===== src/rtl/mvu_inp_buf.sv =====
// Activation-side feeder for the MVU PE array. It stores one input vector of SF words
// and presents it NF times on in_act, flagging the last word of each pass and the last pass.
module mvu_inp_buf #(
  parameter int SIMD    = 2,
  parameter int PE      = 2,
  parameter int MatrixW = 8,
  parameter int MatrixH = 4,
  parameter int TSrcI   = 1,
  parameter int TI      = SIMD * TSrcI
) (
  input  logic          rst_n,
  input  logic          clk,
  input  logic          in_v,
  output logic          in_rdy,
  input  logic [TI-1:0] in,
  input  logic          out_rdy,
  output logic          out_v,
  output logic [TI-1:0] out,
  output logic          out_sf_last,
  output logic          out_nf_last
);

  localparam int SF  = MatrixW / SIMD;
  localparam int NF  = MatrixH / PE;
  localparam int SFW = (SF > 1) ? $clog2(SF) : 1;
  localparam int NFW = (NF > 1) ? $clog2(NF) : 1;

  localparam logic [SFW-1:0] SF_LAST = SFW'(SF - 1);
  localparam logic [NFW-1:0] NF_LAST = NFW'(NF - 1);
  localparam logic           NF_ONE  = (NF == 1);

  typedef enum logic {
    WRITE,
    READ
  } state_e;

  state_e         state_q, state_d;
  logic [SFW-1:0] sf_q, sf_d;
  logic [NFW-1:0] nf_q, nf_d;
  logic           out_v_q, out_v_d;
  logic [TI-1:0]  out_q, out_d;
  logic           sf_last_q, sf_last_d;
  logic           nf_last_q, nf_last_d;
  logic [TI-1:0]  mem_q [SF];
  logic           mem_we;
  logic           adv;

  always_comb begin
    adv       = !out_v_q || out_rdy;
    state_d   = state_q;
    sf_d      = sf_q;
    nf_d      = nf_q;
    out_v_d   = out_v_q;
    out_d     = out_q;
    sf_last_d = sf_last_q;
    nf_last_d = nf_last_q;
    mem_we    = 1'b0;
    in_rdy    = 1'b0;

    case (state_q)
      WRITE: begin
        // First pass forwards the accepted word directly while capturing it.
        in_rdy = adv;
        if (adv) begin
          if (in_v) begin
            mem_we    = 1'b1;
            out_d     = in;
            out_v_d   = 1'b1;
            sf_last_d = (sf_q == SF_LAST);
            nf_last_d = NF_ONE;
            if (sf_q == SF_LAST) begin
              sf_d = '0;
              if (!NF_ONE) begin
                nf_d    = NFW'(1);
                state_d = READ;
              end
            end else begin
              sf_d = sf_q + SFW'(1);
            end
          end else begin
            out_v_d = 1'b0;
          end
        end
      end

      READ: begin
        if (adv) begin
          out_d     = mem_q[sf_q];
          out_v_d   = 1'b1;
          sf_last_d = (sf_q == SF_LAST);
          nf_last_d = (nf_q == NF_LAST);
          if (sf_q == SF_LAST) begin
            sf_d = '0;
            if (nf_q == NF_LAST) begin
              nf_d    = '0;
              state_d = WRITE;
            end else begin
              nf_d = nf_q + NFW'(1);
            end
          end else begin
            sf_d = sf_q + SFW'(1);
          end
        end
      end

      default: state_d = WRITE;
    endcase
  end

  always_ff @(posedge clk or negedge rst_n) begin
    if (!rst_n) begin
      state_q   <= WRITE;
      sf_q      <= '0;
      nf_q      <= '0;
      out_v_q   <= 1'b0;
      out_q     <= '0;
      sf_last_q <= 1'b0;
      nf_last_q <= 1'b0;
    end else begin
      state_q   <= state_d;
      sf_q      <= sf_d;
      nf_q      <= nf_d;
      out_v_q   <= out_v_d;
      out_q     <= out_d;
      sf_last_q <= sf_last_d;
      nf_last_q <= nf_last_d;
    end
  end

  // Vector storage carries no reset; its contents are only read after being written.
  always_ff @(posedge clk) begin
    if (mem_we) begin
      mem_q[sf_q] <= in;
    end
  end

  assign out_v       = out_v_q;
  assign out         = out_q;
  assign out_sf_last = sf_last_q;
  assign out_nf_last = nf_last_q;

endmodule


===== config.mk =====
export PLATFORM = sky130hd
export DESIGN_NAME = mvu_inp_buf
export DESIGN_NICKNAME = d
export VERILOG_FILES = /design/src/rtl/mvu_inp_buf.sv
export SDC_FILE = /design/constraint.sdc
export NUM_CORES = 1
export LEC_CHECK = 0
export CORE_MARGIN = 4
export CORE_UTILIZATION = 54
export DETAILED_ROUTE_END_ITERATION = 6
export PLACE_DENSITY_LB_ADDON = 0.15
export SYNTH_ARGS = -nofsm -noshare
export SYNTH_HDL_FRONTEND = slang
export SYNTH_SLANG_ARGS = --single-unit

===== constraint.sdc =====
create_clock -name clk -period 2.3 [get_ports clk]
set_input_delay 0.69 -clock clk [delete_from_list [all_inputs] [get_ports clk]]
set_output_delay 0.69 -clock clk [all_outputs]
set_load 0.05 [all_outputs]

==> metrics.cfg <==
[outcome]
status=complete, no violations

[synth]
synth.avg_cell_area_um2=13.7
syn_inst=57
ys_warn_count=0
synth.top_cell.area_share=0.309
syn_area_um2=778
synth_area_leaders=edfxtp_1 (31%), dfrtp_1 (29%), ha_1 (8.0%)
synth_cell_types=22
ys_ff_latch=17
yosysSeqAreaShare=0.598
synth_fp_nets=68
yosys.area.top_type=edfxtp_1

[clock_network]
clockRootBuffer=clkbuf_4
cts_setup_buffers=0
cts_made_buffers=3
cts_sinks=17
clockBufferDepth=2
tritoncts=done
cts_max_level=1
cts_hold_buf=0
path_clk_slew_ns=0.10
insertion_delay_ns=0.28

[timing]
finalCriticalPeriod_ns=2.16
slew_violations=0
timing.final.ws_setup_ns=0.141
finalSetupViolations=0
finalHoldViolations=0
finalCritPeriodShare=0.939
slew_headroom=0.664
rsz0062_at_grt=no
worst_slew_pin_slew_ns=0.503
fmax_mhz=463
finalClockSkew_ns=0.00771

[critical_path]
crit-reg2reg-capture=sf_q[0]
max_stage_delay_ns=0.81
cp_top_family=buffers and inverters
r2r_cells=3
cp_cell_sequence=clkdlybuf4s50_1
startpoint_type=flop
rrSetupSlack_ns=0.81
path_class=reg -> out
r2r_start=sf_q[0]
critical_path.max_fanout=3
required_ns=1.61
cp.arrival_ns=1.47
cp.buffers_inverters=1
worstSetupEndpointType=output port
slowest_stage=clkdlybuf4s50_1

[finish]
post-route-cell-area_um2=966
area_growth_pct=24.1
antenna_cells=0
finalNonFillerCells=87
multi_input_area_um2=309
seq_area_um2=465
utilization=0.724
drive_gt1_frac=0.153
nets=84
final_cell_mix=clkdlybuf4s50_1 (9), dfrtp_1 (9), edfxtp_1 (8)
num-fill-cells=102

[power]
fin_total_pwr_uw=1210
power_density_mw_per_mm2=1250
ir_worst_vdd_mv=0.845
p_leak_uw=0.000420

[global_route]
grt_first_pass_wirelength_mm=2.57
grt_max_degree=11
grt_pass1_vias=553
gr-total-overflow=0
antenna_found_initial=0
track_usage=0.178

[routing]
initialDrtViolationCount=10
first_pass_iters=4
ant_nets=0
drc=0
vias=533
wl_per_cell_um=17.4
viasPerCell=6.13
postRouteWirelength_mm=1.51

[floorplan]
die_h_um=46.0
rows=13
io_pins=12
start_util=0.583
fp.dieArea_mm2=0.00211
coreArea_mm2=0.00133
die_w_um=46.0

[placed_design]
place_inst=84
globalplace.congestion=0.761
place_area_um2=928
pre_cts_ws_ns=-0.0248
port_buffers=11

[hold_path]
hold_path.class=reg -> reg
holdPathEnd=out_sf_last
hold_depth=1
hold_path.startpoint=out_sf_last

[run]
drv_cap=0

-- layout make-up --
type	count	area share
timing repair buffer	13	0.142
inverter	2	0.00777
clock inverter	1	0.00518
tap	15	0.0194
clock buffer	3	0.0233
sequential	17	0.482
multi-input combinational	36	0.320
-- stage by stage --
step / hold WS [ns] / TNS (ns)
after floorplan: 0.394 / 0
after global placement: 0.491 / -0.0351
after detailed placement: 0.511 / -0.0248
final: 0.533 / 0
after CTS: 0.540 / 0
after global routing: 0.563 / 0
-- cell usage after synthesis (all sizes together) --
library cell  count
dfrtp             9
or3               1
edfxtp            8
or4               1
mux4              2
or2               1
nand3             2
mux2i             2
nand2             1
nor2b             1
a41oi             2
clkbuf            1
buf               1
ha                5
and3              4
inv               2
a31oi             2
a21oi             4
nor2              3
mux2              1
o21ai             3
nand2b            1
-- cells by family (layout without fill, tap and decap cells) --
group / count (synthesis) / count (layout) / synth area share
mux: 5 / 5 / 0.108
fa+ha+maj: 5 / 5 / 0.0804
compound gates: 11 / 11 / 0.0836
simple gates: 15 / 15 / 0.106
flops: 17 / 17 / 0.598
buf+inv: 4 / 19 / 0.0241
-- layer usage --
metal / vias to the layer above / global-route usage / routed length [µm]
li1: 246 / - / -
met1: 263 / 0.244 / 726
met2: 20 / 0.277 / 683
met3: 4 / 0.0237 / 80
met4: 0 / 0.0795 / 21
met5: - / 0 / 0
-- sequential cells by signal, summed over array words and instances, names as in the netlist --
name and flops:
nf_q 1, sf_q 2, out_sf_last 1, out 2
state_q 1, out_nf_last 1, mem_q 8, out_v 1
-- worst max path at each step --
stage | startpoint | end | slack [ns] | cells past startpoint
2_1_floorplan | out_v | in_rdy | 0.08 | 2
3_3_place_gp | out_rdy | in_rdy | -0.04 | 5
3_5_place_dp | out_rdy | in_rdy | -0.02 | 5
4_1_cts | out_rdy | in_rdy | 0.06 | 4
5_1_grt | out_v | out_v | 0.08 | 1
6_report | out_v | out_v | 0.14 | 1
-- where the power goes --
| part | internal, µW | total, µW | switching (µW) |
|---|---|---|---|
| sequential | 403 | 502 | 99.2 |
| clock | 64.5 | 155 | 91.0 |
| combinational | 232 | 549 | 317 |
-- what timing repair did --
action                     in CTS  in global routing
gates resized for setup         3                  2
setup endpoints to repair       1                  1
pin swaps                       0                  1
Note: power is estimated with default switching activity, not from simulation.
